`src/rtl/reset_sequencer.sv`:
```
// reset_sequencer: synchronises the board reset, holds all stage resets,
// then releases them one by one so the pipeline comes up back-to-front.
module reset_sequencer #(
  parameter int SYNC_STAGES = 2,
  parameter int HOLD_CYCLES = 16,
  parameter int NUM_OUT     = 4,
  parameter int GAP_CYCLES  = 8
) (
  input  logic               clk,
  input  logic               rst_async,
  input  logic               sw_rst_req,
  output logic [NUM_OUT-1:0] rst_out,
  output logic               rst_done
);

  localparam int MAXC = (HOLD_CYCLES > GAP_CYCLES) ?
                        HOLD_CYCLES : GAP_CYCLES;
  localparam int CW = $clog2(MAXC + 1);
  localparam int IW = $clog2(NUM_OUT + 1);

  localparam logic [CW-1:0] C_HOLD = CW'(HOLD_CYCLES);
  localparam logic [CW-1:0] C_GAP  = CW'(GAP_CYCLES);
  localparam logic [CW-1:0] C_ONE  = CW'(1);
  localparam logic [IW-1:0] I_ONE  = IW'(1);
  localparam logic [IW-1:0] I_LAST = IW'(NUM_OUT - 1);

  typedef enum logic [1:0] {
    ST_HOLD,
    ST_RELEASE,
    ST_DONE
  } state_t;

  logic [SYNC_STAGES-1:0] r_sync;
  logic                   w_rst_sync;

  state_t             r_state, w_state;
  logic [CW-1:0]      r_cnt,   w_cnt;
  logic [IW-1:0]      r_idx,   w_idx;
  logic [NUM_OUT-1:0] r_out,   w_out;
  logic               r_done,  w_done;
  logic               w_expire;

  always_ff @(posedge clk or posedge rst_async) begin
    if (rst_async) begin
      r_sync <= '1;
    end else begin
      r_sync <= {r_sync[SYNC_STAGES-2:0], 1'b0};
    end
  end

  assign w_rst_sync = r_sync[SYNC_STAGES-1];
  assign w_expire   = (r_cnt == C_ONE);

  always_comb begin
    w_state = r_state;
    w_cnt   = r_cnt;
    w_idx   = r_idx;
    w_out   = r_out;
    w_done  = r_done;
    if (sw_rst_req && !w_rst_sync) begin
      w_state = ST_HOLD;
      w_cnt   = C_HOLD;
      w_idx   = '0;
      w_out   = '1;
      w_done  = 1'b0;
    end else begin
      case (r_state)
        ST_HOLD: begin
          // counter stays frozen until the synchroniser lets go
          if (!w_rst_sync) begin
            if (w_expire) begin
              w_out[0] = 1'b0;
              w_cnt    = C_GAP;
              w_idx    = I_ONE;
              if (NUM_OUT == 1) begin
                w_state = ST_DONE;
                w_done  = 1'b1;
              end else begin
                w_state = ST_RELEASE;
              end
            end else begin
              w_cnt = r_cnt - C_ONE;
            end
          end
        end
        ST_RELEASE: begin
          if (w_expire) begin
            for (int i = 0; i < NUM_OUT; i++) begin
              if (IW'(i) == r_idx) begin
                w_out[i] = 1'b0;
              end
            end
            w_idx = r_idx + I_ONE;
            w_cnt = C_GAP;
            if (r_idx == I_LAST) begin
              w_state = ST_DONE;
              w_out   = '0;
              w_done  = 1'b1;
            end
          end else begin
            w_cnt = r_cnt - C_ONE;
          end
        end
        ST_DONE: begin
          w_out  = '0;
          w_done = 1'b1;
        end
        default: begin
          w_state = ST_HOLD;
          w_cnt   = C_HOLD;
          w_idx   = '0;
          w_out   = '1;
          w_done  = 1'b0;
        end
      endcase
    end
  end

  always_ff @(posedge clk or posedge rst_async) begin
    if (rst_async) begin
      r_state <= ST_HOLD;
      r_cnt   <= C_HOLD;
      r_idx   <= '0;
      r_out   <= '1;
      r_done  <= 1'b0;
    end else begin
      r_state <= w_state;
      r_cnt   <= w_cnt;
      r_idx   <= w_idx;
      r_out   <= w_out;
      r_done  <= w_done;
    end
  end

  assign rst_out  = r_out;
  assign rst_done = r_done;

endmodule

```
`config.mk`:
```
export PLATFORM = sky130hd
export DESIGN_NAME = reset_sequencer
export DESIGN_NICKNAME = d
export VERILOG_FILES = /design/src/rtl/reset_sequencer.sv
export SDC_FILE = /design/constraint.sdc
export NUM_CORES = 1
export LEC_CHECK = 0
export ABC_AREA = 1
export BUFFER_PORTS_ARGS = -buffer_cell sky130_fd_sc_hd__buf_2
export CORE_ASPECT_RATIO = 0.8
export CORE_MARGIN = 5
export CORE_UTILIZATION = 25
export DETAILED_ROUTE_END_ITERATION = 6
export GPL_TIMING_DRIVEN = 0
export PLACE_DENSITY = 0.45
export SLEW_MARGIN = 20
export SYNTH_ARGS = -nofsm -noshare
export SYNTH_HDL_FRONTEND = slang
export SYNTH_SLANG_ARGS = --single-unit
```
`constraint.sdc`:
```
create_clock -name clk -period 1.6 [get_ports clk]
set_input_delay 0.08 -clock clk [delete_from_list [all_inputs] [get_ports clk]]
set_output_delay 0.08 -clock clk [all_outputs]
set_load 0.01 [all_outputs]
```
# ---- Yosys cells after proc, flatten, opt, wreduce, memory -nomap -nowiden
# Index checks and enable logic that the tools add are counted.
dict set report word_totals {
  out_inout_bits 5
  reg_bits 17
  elab_cells 70
}
dict set report op_classes {
  addsub 2
  n_eq_ne 17
  reduce_logical 12
  mux 30
}
# op count
set op_table {}
lappend op_table {{3-bit one-hot mux with 3 select lines} 2}
lappend op_table {{4-bit != test (second input constant)} 4}
lappend op_table {{5-bit 2-to-1 mux} 3}
lappend op_table {{5-bit one-hot mux with 3 select lines} 1}
lappend op_table {{3-bit 2-to-1 mux} 4}
lappend op_table {{4-bit 2-to-1 mux} 3}
lappend op_table {{3-bit != test (second input constant)} 4}
lappend op_table {{3-bit AND reduction} 4}
lappend op_table {{2-bit 2-to-1 mux} 5}
lappend op_table {{1-bit 2-to-1 mux} 9}
lappend op_table {{4-bit AND reduction} 2}
lappend op_table {{2-bit by 3-bit == test with 1-bit output (first input constant)} 2}
lappend op_table {{1-bit one-hot mux with 3 select lines} 2}
lappend op_table {{2-bit one-hot mux with 3 select lines} 1}
lappend op_table {{5-bit by 1-bit == test with 1-bit output (second input constant)} 1}
lappend op_table {{5-bit AND reduction} 1}
lappend op_table {{5-bit by 1-bit subtractor with 5-bit output (second input constant)} 1}
lappend op_table {{2-bit != test (second input constant)} 2}
lappend op_table {{3-bit by 1-bit adder with 3-bit output (second input constant)} 1}
lappend op_table {{1-bit by 3-bit == test with 1-bit output (first input constant)} 1}
lappend op_table {{3-bit by 2-bit == test with 1-bit output (second input constant)} 1}
lappend op_table {{3-bit zero test} 1}
lappend op_table {{2-bit by 1-bit == test with 1-bit output (second input constant)} 1}
lappend op_table {{2-bit == test (second input constant)} 1}
lappend op_table {{other kinds (4)} 4}

# ---- Longest topological paths before layout
dict set report logic_depth {
  ltp_word 6
  mapped_depth 8
}

# ---- Worst setup path after synthesis
# Ideal clock, no wire load.
dict set report synth_path {
  path_type {reg2reg}
  from {register r_state[0]}
  to {register r_state[0]}
  n_path_buf 0
  arrival_time_ns 1.276
  path_slack_ns 0.207
  setup_time_ns 0.117
  path_stages_with_launch 9
  path_cell_list {dfrtp_1 -> inv_1 -> ha_1 -> nand2_1 -> inv_1 -> a21oi_4 -> nand3_1 -> nand2_1 -> nand2_1}
}
dict set report synth_via {
  elab_chain_len 3
  elab_cells_between_ends 11
  cone_classes {eq/ne: 7; mux: 2; reduce/logical: 2}
}
# item line_no
set synth_lines {}
lappend synth_lines {{from (decl)} 36} ;# state_t r_state, w_state;
lappend synth_lines {{from (signal assigned)} 127} ;# r_state <= w_state;
lappend synth_lines {{2-bit by 1-bit == test with 1-bit output, or another cell as far along} 67} ;# case (r_state)
lappend synth_lines {{3-bit != test (no line), or another cell as far along} -}
lappend synth_lines {{5-bit AND reduction (no line) or 2-bit 2-to-1 mux (tied branches)} -}
# Several ways; a longest one is shown, not always the timed one.
# A chain may end at the register's enable or synchronous reset.

# ---- Worst setup path in the final report
dict set report layout_path {
  from {register r_state[0]}
  to {register r_cnt[4]}
}
dict set report layout_via {
  elab_chain_len 3
  elab_cells_between_ends 8
  cone_classes {eq/ne: 4; mux: 2; reduce/logical: 2}
}
# item line_no
set layout_lines {}
lappend layout_lines {{2-bit == test, or another cell as far along} 67}
lappend layout_lines {{5-bit one-hot mux with 3 select lines, or another cell as far along} 67}
lappend layout_lines {{5-bit 2-to-1 mux or 2-bit AND reduction (tied branches)} -}
lappend layout_lines {{to (signal assigned)} 128} ;# r_cnt <= w_cnt;
lappend layout_lines {{to (decl)} 37} ;# logic [CW-1:0] r_cnt, w_cnt;
# Several ways; a longest one is shown, not always the timed one.

==> flow_summary.toml <==
[route]
vias = 875
viasPerCell = 4.25
drt_iter0_markers = 29
drt_wl_total_um = 2180
firstDrtPassIters = 4
wire_per_inst_um = 10.6
drc = 0
antenna_left = 0

[pwr]
switching_share_pct = 43.5
p_leak_nw = 0.660
power_switching_w = 0.000957
ir_worst_vdd_mv = 0.478
comb_power_share_pct = 51.1
p_int_w = 0.00125
pwr-share-seq_pct = 34.0
p_clk_share_pct = 14.9
powerDensity_nw_per_um2 = 1750

[global_routing]
grt_pass1_wl_um = 3740
grt_max_degree = 18
overflow = 0
antenna_found_initial = 0
grt_usage_pct = 8.88
grt_pass1_vias = 825

[floorplan]
rows = 21
core_um2 = 4130
die_x_um = 82.7
start_util_pct = 25.6
die-area_um2 = 5630
io_pins = 8
die_y_um = 68.1

[timing]
hold_viol = 0
hold-worst-slack_ps = 304
setup_viol = 0
maxSlewHeadroom_pct = 54.6
slew_viol_final = 0
finalCriticalPeriod_ps = 1530
min_period_over_period_pct = 95.8
setup_slack_ps = 66.9
skew_ps = 8.57
fin_tns_setup_ps = 0
tightestPinTransition_ps = 681
rsz0062_at_grt = "true"
maxClockFrequency_mhz = 652

[job]
drv_cap = 0

[synthesis]
ys_seq_area_share_pct = 41.1
ys_ff_latch = 17
synth_cell_types = 18
netlist_instances = 133
ys_top_cells_by_area = "dfrtp_1 24%, dfstp_2 17%, nand2_1 14%"
synth_warnings = 0
avgSynthCellArea_um2 = 7.94
synth_top_area_share_pct = 23.7
syn_area_um2 = 1060
synth_top_cell_by_area = "dfrtp_1"
synth.net_count = 147

[cts]
cts-root-buf = "clkbuf_8"
cts_max_level = 1
clk_latency_ps = 260
cts.sinks = 17
cts_tree = "yes"
numCtsBuffers = 3
cts_buffer_depth = 2
clkTransAtPathRegs_ps = 70

[cells_and_area]
design_area_um2 = 1260
final_cell_mix = "36 x nand2_1, 20 x inv_1, 14 x nand3_1"
diodes = 0
layout-drive-gt1-share_pct = 20.1
fin_nets = 164
area_growth_pct = 19.1
layout_commonest_cell = "nand2_1"

[worst_setup_path]
cp.required_ps = 1790
cp_max_fo = 7
start_kind = "flop"
cp-end-kind = "flop"
critical_path_class = "reg2reg"
arrival_ps = 1720

[run_status]
outcome = "completed"

[min_path]
hold_class = "in2reg"

[place]
io_buffer_count = 7
place_ws_ps = -7.40
place.gp.congestion = 0.802
place_hpwl_um = 1620
placed_area_um2 = 1160
worst max-delay path, stage by stage (launching register included):
cell	delay (ps)
dfrtp_1	400
inv_1	80
ha_1	240
nand2_2	120
inv_1	80
a21oi_4	230
buf_4	160
nor2_1	30
a21oi_1	110
per-stage QoR:
stage	utilization, %	power, W	std cells
2_1_floorplan	-	0.00156	133
3_3_place_gp	28.2	0.00179	197
3_5_place_dp	28.2	0.00181	197
4_1_cts	29.6	0.00217	202
5_1_grt	30.5	0.00243	206
6_report	30.5	0.00220	206
path summary, 6_finish.rpt:
kind	from	endpoint	slack [ps]	cells past startpoint
hold reg to reg	r_sync[0]	r_sync[1]	350	0
max in group asynchronous	rst_async	r_cnt[1]	700	3
setup / recovery	r_state[0]	r_cnt[4]	70	8
min in group asynchronous	rst_async	r_cnt[2]	460	3
setup reg to reg	r_state[0]	r_cnt[4]	70	8
hold / removal	sw_rst_req	r_idx[2]	300	4
cells in the mapped netlist, drive strengths merged:
library cell	instances
nand4	9
o21ai	3
nand3	14
nor2	11
a21oi	3
ha	11
nand3b	1
o22ai	1
dfrtp	10
dfstp	7
inv	20
conb	1
xor2	1
nand2	41
state kept, by name, summed over array words and instances (netlist names):
name      count
r_cnt         5
r_idx         3
r_state       2
r_sync        2
rst_done      1
rst_out       4
power by group through the flow:
stage	Combinational, W	Sequential [W]	Clock, W
after CTS	0.00108	0.000754	0.000345
after global routing	0.00129	0.000771	0.000364
after detailed placement	0.00105	0.000760	0
final	0.00113	0.000749	0.000328
after floorplan	0.000783	0.000774	0
after global placement	0.00104	0.000755	0
layer usage:
metal | routed length, um | global-route usage (%) | share of wire, % | vias to the layer above
li1 | - | - | - | 457
met1 | 1120 | 11.7 | 51 | 409
met2 | 972 | 13.5 | 45 | 7
met3 | 76 | 3.55 | 3.5 | 2
met4 | 12 | 2.45 | 0.55 | 0
met5 | 0 | 0 | 0 | -
cell families (layout without fill, tap and decap cells):
kind of cell / after synthesis / count (layout) / share of synthesized area, %
flip-flops: 17 / 17 / 41.1
AO/OA/AOI/OAI: 7 / 7 / 4.50
AND/OR/NAND/NOR: 76 / 76 / 33.1
other: 1 / 1 / 0.355
adder cells (fa/ha/maj): 11 / 11 / 13.0
XOR/XNOR: 1 / 1 / 0.830
buffers and inverters: 20 / 36 / 7.11
what timing repair did:
item | CTS | global route
hold endpoints to repair | 10 | 0
gates resized for setup | 2 | 2
endpoints found under the setup margin | 7 | 12
hold buffers | 1 | 0
buffers inserted | 0 | 4
area by class of cell:
type | instances | area [um2]
fillers | 451 | 2870
clock buffers | 4 | 45.0
multi-input cells | 96 | 557
well taps | 57 | 71.3
inverters | 20 | 75.1
flip-flops and latches | 17 | 434
repair buffers | 12 | 75.1
(Power assumes the default switching activity.)
